--- src/rtl/fog_pkg.sv ---
// Shared definitions for the FOG PIG loop blocks: FSM state encoding,
// averaging exponent constants and the averaging-exponent clamp.
package fog_pkg;

    typedef enum logic [2:0] {
        ST_IDLE   = 3'd0,
        ST_SET_H  = 3'd1,
        ST_WAIT_H = 3'd2,
        ST_ACQ_H  = 3'd3,
        ST_SET_L  = 3'd4,
        ST_WAIT_L = 3'd5,
        ST_ACQ_L  = 3'd6,
        ST_OUT    = 3'd7
    } fog_state_e;

    typedef enum logic [3:0] {
        MV_EXP_0  = 4'd0,
        MV_EXP_1  = 4'd1,
        MV_EXP_2  = 4'd2,
        MV_EXP_3  = 4'd3,
        MV_EXP_4  = 4'd4,
        MV_EXP_5  = 4'd5,
        MV_EXP_6  = 4'd6,
        MV_EXP_7  = 4'd7,
        MV_EXP_8  = 4'd8,
        MV_EXP_9  = 4'd9,
        MV_EXP_10 = 4'd10,
        MV_EXP_11 = 4'd11,
        MV_EXP_12 = 4'd12
    } mv_exp_e;

    localparam int unsigned FOG_MAX_SHIFT = 32'd12;
    localparam int unsigned FOG_DEF_SHIFT = 32'd7;

    // Out-of-range exponents fall back to the default averaging depth.
    function automatic logic [3:0] clamp_shift(input logic [3:0] sel,
                                               input logic [3:0] max_shift,
                                               input logic [3:0] def_shift);
        logic [3:0] res;
        if (sel > max_shift) begin
            res = def_shift;
        end else begin
            res = sel;
        end
        return res;
    endfunction

endpackage

--- src/rtl/dither_trig_gen.sv ---
// Free-running sample trigger: one-clock pulse every period_cnt+1 clocks,
// first pulse on the first clock after reset release.
module dither_trig_gen #(
    parameter int unsigned CW = 32
) (
    input  logic          clk,
    input  logic          rst_n,
    input  logic [CW-1:0] period_cnt,
    output logic          trig
);

    localparam logic [CW-1:0] CNT_ZERO = {CW{1'b0}};
    localparam logic [CW-1:0] CNT_ONE  = {{(CW-1){1'b0}}, 1'b1};

    logic [CW-1:0] pc_r;
    logic [CW-1:0] pc_s;
    logic          trig_r;
    logic          trig_s;

    // Down-counter: reload and fire on zero, otherwise count down.
    always_comb begin
        pc_s   = pc_r;
        trig_s = 1'b0;
        if (pc_r == CNT_ZERO) begin
            pc_s   = period_cnt;
            trig_s = 1'b1;
        end else begin
            pc_s   = pc_r - CNT_ONE;
            trig_s = 1'b0;
        end
    end

    // Counter and trigger registers.
    always_ff @(posedge clk or negedge rst_n) begin
        if (!rst_n) begin
            pc_r   <= CNT_ZERO;
            trig_r <= 1'b0;
        end else begin
            pc_r   <= pc_s;
            trig_r <= trig_s;
        end
    end

    assign trig = trig_r;

endmodule

--- src/rtl/dither_gen_v3.sv ---
// Square-wave dither generator with synchronous demodulator: averages the
// returned samples per half-period and reports mean and half-difference.
module dither_gen_v3
    import fog_pkg::*;
#(
    parameter int unsigned DW        = 32,
    parameter int unsigned CW        = 32,
    parameter int unsigned MAX_SHIFT = FOG_MAX_SHIFT,
    parameter int unsigned DEF_SHIFT = FOG_DEF_SHIFT
) (
    input  logic                 i_clk,
    input  logic                 i_rst_n,
    input  logic                 i_en,
    input  logic signed [DW-1:0] i_dither_high,
    input  logic signed [DW-1:0] i_dither_low,
    input  logic        [CW-1:0] i_period_cnt,
    input  logic        [CW-1:0] i_wait_cnt,
    input  logic        [3:0]    i_avg_sel,
    input  logic signed [DW-1:0] i_data,
    output logic signed [DW-1:0] o_dither_out,
    output logic signed [DW-1:0] o_data,
    output logic signed [DW-1:0] o_diff,
    output logic                 o_valid,
    output logic                 o_trig,
    output logic        [2:0]    o_state
);

    localparam int unsigned     AW        = DW + MAX_SHIFT;
    localparam logic [3:0]      MAX_SH_L  = 4'(MAX_SHIFT);
    localparam logic [3:0]      DEF_SH_L  = 4'(DEF_SHIFT);
    localparam logic [CW-1:0]   CNT_ZERO  = {CW{1'b0}};
    localparam logic [CW-1:0]   CNT_ONE   = {{(CW-1){1'b0}}, 1'b1};
    localparam logic [DW-1:0]   DAT_ZERO  = {DW{1'b0}};
    localparam logic [AW-1:0]   ACC_ZERO  = {AW{1'b0}};

    fog_state_e            state_r, state_s;
    logic        [CW-1:0]  tc_r, tc_s;
    logic        [CW-1:0]  wait_r, wait_s;
    logic        [3:0]     shift_r, shift_s;
    logic signed [AW-1:0]  acc_r, acc_s;
    logic signed [DW-1:0]  low_r, low_s;
    logic signed [DW-1:0]  dh_r, dh_s;
    logic signed [DW-1:0]  dl_r, dl_s;
    logic signed [DW-1:0]  d_q_r;
    logic signed [DW-1:0]  dither_r, dither_s;
    logic signed [DW-1:0]  data_r, data_s;
    logic signed [DW-1:0]  diff_r, diff_s;
    logic                  valid_r, valid_s;
    logic                  trig_s;

    logic signed [AW-1:0]  d_ext_s;
    logic signed [DW-1:0]  avg_s;
    logic signed [DW:0]    sum_s;
    logic signed [DW:0]    dif_s;
    logic        [CW-1:0]  acq_load_s;

    dither_trig_gen #(
        .CW (CW)
    ) u_trig (
        .clk        (i_clk),
        .rst_n      (i_rst_n),
        .period_cnt (i_period_cnt),
        .trig       (trig_s)
    );

    // Widened arithmetic: sum/difference at DW+1 bits cannot overflow.
    always_comb begin
        d_ext_s    = {{MAX_SHIFT{d_q_r[DW-1]}}, d_q_r};
        avg_s      = DW'(acc_r >>> shift_r);
        sum_s      = $signed({dh_r[DW-1], dh_r}) + $signed({dl_r[DW-1], dl_r});
        dif_s      = $signed({dh_r[DW-1], dh_r}) - $signed({dl_r[DW-1], dl_r});
        acq_load_s = CNT_ONE << shift_r;
    end

    // Next-state and datapath update; a trigger on an exit cycle is dropped.
    always_comb begin
        state_s  = state_r;
        tc_s     = tc_r;
        wait_s   = wait_r;
        shift_s  = shift_r;
        acc_s    = acc_r;
        low_s    = low_r;
        dh_s     = dh_r;
        dl_s     = dl_r;
        dither_s = dither_r;
        data_s   = data_r;
        diff_s   = diff_r;
        valid_s  = 1'b0;
        if (!i_en) begin
            state_s  = ST_IDLE;
            dither_s = DAT_ZERO;
        end else begin
            case (state_r)
                ST_IDLE: begin
                    if (trig_s) begin
                        state_s = ST_SET_H;
                    end else begin
                        state_s = ST_IDLE;
                    end
                end
                ST_SET_H: begin
                    dither_s = i_dither_high;
                    low_s    = i_dither_low;
                    wait_s   = i_wait_cnt;
                    shift_s  = clamp_shift(i_avg_sel, MAX_SH_L, DEF_SH_L);
                    acc_s    = ACC_ZERO;
                    tc_s     = CNT_ZERO;
                    state_s  = ST_WAIT_H;
                end
                ST_WAIT_H, ST_WAIT_L: begin
                    if (tc_r == wait_r) begin
                        tc_s    = acq_load_s;
                        state_s = (state_r == ST_WAIT_H) ? ST_ACQ_H : ST_ACQ_L;
                    end else if (trig_s) begin
                        tc_s = tc_r + CNT_ONE;
                    end else begin
                        tc_s = tc_r;
                    end
                end
                ST_ACQ_H, ST_ACQ_L: begin
                    if (tc_r == CNT_ZERO) begin
                        if (state_r == ST_ACQ_H) begin
                            dh_s    = avg_s;
                            state_s = ST_SET_L;
                        end else begin
                            dl_s    = avg_s;
                            state_s = ST_OUT;
                        end
                    end else if (trig_s) begin
                        acc_s = acc_r + d_ext_s;
                        tc_s  = tc_r - CNT_ONE;
                    end else begin
                        acc_s = acc_r;
                    end
                end
                ST_SET_L: begin
                    dither_s = low_r;
                    acc_s    = ACC_ZERO;
                    tc_s     = CNT_ZERO;
                    state_s  = ST_WAIT_L;
                end
                ST_OUT: begin
                    data_s  = DW'(sum_s >>> 1'b1);
                    diff_s  = DW'(dif_s >>> 1'b1);
                    valid_s = 1'b1;
                    state_s = ST_SET_H;
                end
                default: begin
                    state_s = ST_IDLE;
                end
            endcase
        end
    end

    // State, datapath and output registers.
    always_ff @(posedge i_clk or negedge i_rst_n) begin
        if (!i_rst_n) begin
            state_r  <= ST_IDLE;
            tc_r     <= CNT_ZERO;
            wait_r   <= CNT_ZERO;
            shift_r  <= 4'd0;
            acc_r    <= ACC_ZERO;
            low_r    <= DAT_ZERO;
            dh_r     <= DAT_ZERO;
            dl_r     <= DAT_ZERO;
            d_q_r    <= DAT_ZERO;
            dither_r <= DAT_ZERO;
            data_r   <= DAT_ZERO;
            diff_r   <= DAT_ZERO;
            valid_r  <= 1'b0;
        end else begin
            state_r  <= state_s;
            tc_r     <= tc_s;
            wait_r   <= wait_s;
            shift_r  <= shift_s;
            acc_r    <= acc_s;
            low_r    <= low_s;
            dh_r     <= dh_s;
            dl_r     <= dl_s;
            d_q_r    <= i_data;
            dither_r <= dither_s;
            data_r   <= data_s;
            diff_r   <= diff_s;
            valid_r  <= valid_s;
        end
    end

    assign o_dither_out = dither_r;
    assign o_data       = data_r;
    assign o_diff       = diff_r;
    assign o_valid      = valid_r;
    assign o_trig       = trig_s;
    assign o_state      = state_r;

endmodule

--- config.mk ---
export PLATFORM = sky130hd
export DESIGN_NAME = dither_gen_v3
export DESIGN_NICKNAME = d
export VERILOG_FILES = /design/src/rtl/fog_pkg.sv /design/src/rtl/dither_trig_gen.sv /design/src/rtl/dither_gen_v3.sv
export SDC_FILE = /design/constraint.sdc
export NUM_CORES = 1
export LEC_CHECK = 0
export BUFFER_PORTS_ARGS = -buffer_cell sky130_fd_sc_hd__buf_2
export CAP_MARGIN = 20
export CORE_MARGIN = 2
export CORE_UTILIZATION = 60
export DETAILED_ROUTE_END_ITERATION = 12
export PLACE_DENSITY = 0.82
export REMOVE_ABC_BUFFERS = 1
export SLEW_MARGIN = 20
export SYNTH_ARGS = -nofsm -noshare
export SYNTH_HDL_FRONTEND = slang
export SYNTH_SLANG_ARGS = --single-unit
export TNS_END_PERCENT = 1
--- constraint.sdc ---
create_clock -name i_clk -period 4.4 [get_ports i_clk]
set_clock_uncertainty 0.1 [all_clocks]
set_input_delay 0.66 -clock i_clk [delete_from_list [all_inputs] [get_ports i_clk]]
set_output_delay 0.66 -clock i_clk [all_outputs]
set_load 0.05 [all_outputs]
==> out/results.md <==
### Power and ir drop
• **leakage power** 12.14 nW
• **Power, Total** 13.80 mW
• **Reg power frac** 0.351
• **power share of the clock group** 0.251
• **P_sw** 5.299 mW
• **sw frac** 0.3840
• **part of the total power dissipated in combinational logic** 0.398
• **internal power** 8.498 mW
• **worst vdd ir** 0.4505 mV
• **power density over the cells** 518.3 nW/µm²

### CTS
• **clock latency on the worst-skew pair** 0.57 ns
• **number of hold buffers added after cts** 0
• **H-tree depth reported by CTS** 2
• **Root Buffer Master** clkbuf_16
• **clock tree sinks** 373
• **CTS Buf Count** 41
• **clock-pin slew reported for the worst setup and hold paths after clock tree synthesis** 0.06 ns
• **Post-CTS Setup Inserts** 0
• **count of instances resized after the clock tree is built** 0
• **TritonCTS clock tree** done
• **buffers from clock root to sink, at most** 3

### Placed design
• **port bufs** 267
• **routability cong.** 0.9607
• **placed wire-length estimate** 44090 µm

### Critical path
• **cell family with most CP delay** simple AND/OR/NAND/NOR gates
• **Buffers & Inverters on Critical Path** 0
• **startpoint types** flip-flop
• **peak fanout along the critical path** 64
• **Crit Path Category** flip-flop to flip-flop
• **worst-path cell chain** nor3_1, or3b_2, or4_4, nor4_2, nand2_1, or3_2, nand2_1, o21ai_1
• **peak per-stage delay on the critical path** 0.88 ns
• **data required time of the critical path** 4.71 ns
• **slowest library cell on the worst path** or3_2
• **Top cell by count, worst path** nand2_1
• **Data arrival, critical path** 4.24 ns
• **endpoint kind of the worst setup timing path** flip-flop

### GRT
• **GRT overflow** 0
• **global-route wire length before repair** 97500 µm
• **initial antenna violation count** 1
• **pin count of the biggest net entering global routing** 131
• **number of global-route vias before repair** 19286
• **Tot GR Track Use** 0.2887

### Floorplanning
• **I/O pin count** 268
• **floorplan die width** 202.3 µm
• **Initial Utilization** 0.6092
• **Total Die Area** 40940 µm²
• **vertical die dimension** 202.3 µm
• **Floorplan Core Area** 38740 µm²
• **standard-cell rows** 72

### Routing
• **first-pass detailed-route iteration total** 5
• **post-DR vias/cell** 6.005
• **routed wire length** 59510 µm
• **Antenna Violating Nets Remaining** 0
• **number of DRC violations after detailed-routing iteration 0** 1513
• **number of remaining DRC errors** 0
• **vias post-DR** 19751
• **routed wirelength normalized by instance count** 18.09 µm

### STA
• **final setup TNS** 0 ns
• **setup repair after global routing missed its margin** false
• **final setup fails** 0
• **slew at the pin with the worst max-slew slack** 1.112 ns
• **worst max-slew margin expressed relative to the limit** 0.2587
• **count of final max-slew check failures** 0
• **final critical-path share of the clock period** 0.8944
• **Fin. Hold Viols** 0
• **worst hold slack across all endpoints** 0.09303 ns
• **Period minus WS final** 3.935 ns
• **maximum clock rate** 254.1 MHz

### Synthesis
• **cell with the most instances after synthesis** dfrtp_1
• **number of cells produced by synthesis** 2567
• **combinational family with the most area after synthesis** compound AO/OA/AOI/OAI gates
• **mux cell area share after synthesis** 0.09278
• **most area-hungry cell type in the Yosys netlist** dfrtp_1
• **top cell type's share of synthesized area** 0.3955
• **Async SR Flop Fraction** 1.000
• **synthesized cell area** 23600 µm²
• **number of synthesized flops with an enable pin** 0
• **dominant synthesized flop cell** dfrtp_1
• **fraction of the mapped netlist area in simple logic gates** 0.1453
• **Avg Synthesized Cell Area** 9.194 µm²
• **count of different cell masters after synthesis** 81
• **xor and xnor area share after synthesis** 0.06346
• **complex-gate fraction of the synthesized area** 0.1965
• **most frequent cells after synthesis** 373 x dfrtp_1, 283 x nand2_1, 204 x o21ai_0
• **cell types occupying the most area after synthesis** dfrtp_1 40%, ha_1 5.8%, xnor2_1 4.8%
• **Yosys warning total** 0
• **adder-cell area share of the yosys netlist** 0.06086
• **Synth Register Bits** 373
• **sequential-to-total area share from yosys stat** 0.3955

### Cells and area
• **flip-flop count of the largest register, all copies and words added** 44
• **number of fillers in the final layout** 3041
• **growth of design area from synthesis to finish** 12.80%
• **largest reg by FF count** acc_r
• **Final #Nets** 3018
• **proportion of layout cells with a drive suffix above 1** 0.2051

### Min path
• **hold crit path type** input pin to flip-flop

### Job
• **max-cap violation count** 0

### Run status
• **run status** complete, no violations

[power by group through the flow]
stage                     registers [mW]  clock network, mW  logic, mW
after floorplan                     4.80                  0       4.00
after global placement              4.82                  0       5.28
after detailed placement            4.87                  0       5.40
after CTS                           4.82               3.52       5.44
after global routing                4.92               3.64       6.03
final                               4.84               3.46       5.49
[metrics by stage]
| stage | instances | instance area [µm²] | utilization | worst slack, ns |
|---|---|---|---|---|
| 2_1_floorplan | 2392 | 22860 | - | -2.146 |
| 3_3_place_gp | 3211 | 25220 | 0.6512 | 0.6731 |
| 3_5_place_dp | 3211 | 25220 | 0.6512 | 0.5237 |
| 4_1_cts | 3286 | 26580 | 0.6862 | 0.5070 |
| 5_1_grt | 3289 | 26620 | 0.6872 | 0.2569 |
| 6_report | 3289 | 26620 | 0.6872 | 0.4646 |
[logic make-up (layout without fill, tap and decap cells)]
| family | Yosys count | in the layout |
|---|---|---|
| compound gates | 734 | 734 |
| xor+xnor | 171 | 171 |
| fa+ha+maj | 113 | 113 |
| buf+inv | 265 | 468 |
| flops | 373 | 373 |
| mux | 186 | 186 |
| other cells | 0 | 1 |
| simple gates | 725 | 725 |
[area by class of cell]
cell class | instances | area (µm²) | area share
well taps | 518 | 648.1 | 0.02435
diodes | 1 | 2.502 | 0.00009400
clock buffers | 57 | 1199 | 0.04503
repair buffers | 303 | 1714 | 0.06439
flip-flops and latches | 373 | 9336 | 0.3507
clock inverters | 18 | 158.9 | 0.005969
multi-input cells | 1929 | 13230 | 0.4968
inverters | 90 | 337.8 | 0.01269
[worst reg2reg max path: stages, from the launching register on]
cell and delay, ns:
dfrtp_1 0.49, nor3_1 0.34, or3b_2 0.53, or4_4 0.54, nor4_2 0.39, nand2_1 0.15
or3_2 0.88, nand2_1 0.25, o21ai_1 0.09
[layout by cell type, fill, tap and decap left out, types with 26 or more instances in the layout]
master | synthesis | routed
dfrtp_1 | 373 | 371
nand4_1 | 29 | 29
a22o_1 | 26 | 26
buf_2 | 14 | 266
clkbuf_16 | 0 | 43
inv_1 | 86 | 85
o31ai_1 | 33 | 33
o21ai_1 | 41 | 41
ha_1 | 110 | 110
mux2_2 | 92 | 92
nand2_2 | 27 | 27
nand3_1 | 36 | 36
buf_4 | 1 | 28
xor2_1 | 42 | 42
a211oi_1 | 47 | 47
a21oi_1 | 157 | 157
nor3_1 | 36 | 35
mux2i_1 | 77 | 77
o21ai_2 | 31 | 31
o21ai_0 | 204 | 204
nand2_1 | 283 | 283
nor2_1 | 161 | 158
xnor2_1 | 129 | 129
a21o_1 | 41 | 41
[layer usage]
layer  part of all wire  routed length [µm]  vias up  global-route usage
met5                  0                   0        -                   0
met4              0.029                1703        0              0.1030
li1                   -                   -     9513                   -
met3              0.070                4170      109             0.05015
met1               0.45               26640     9447              0.4025
met2               0.45               26990      682              0.4558
[worst paths after layout]
path	endpoint	cells after the start	slack (ns)	from
setup reg to reg	dh_r[3]	8	0.46	tc_r[14]
hold / removal	d_q_r[12]	1	0.09	i_data[12]
setup / recovery	dh_r[3]	8	0.46	tc_r[14]
max in group asynchronous	o_diff[28]	4	2.64	i_rst_n
min in group asynchronous	o_dither_out[22]	2	0.48	i_rst_n
hold reg to reg	o_diff[8]	2	0.37	o_diff[8]
Power figures use the tool's default switching activity.
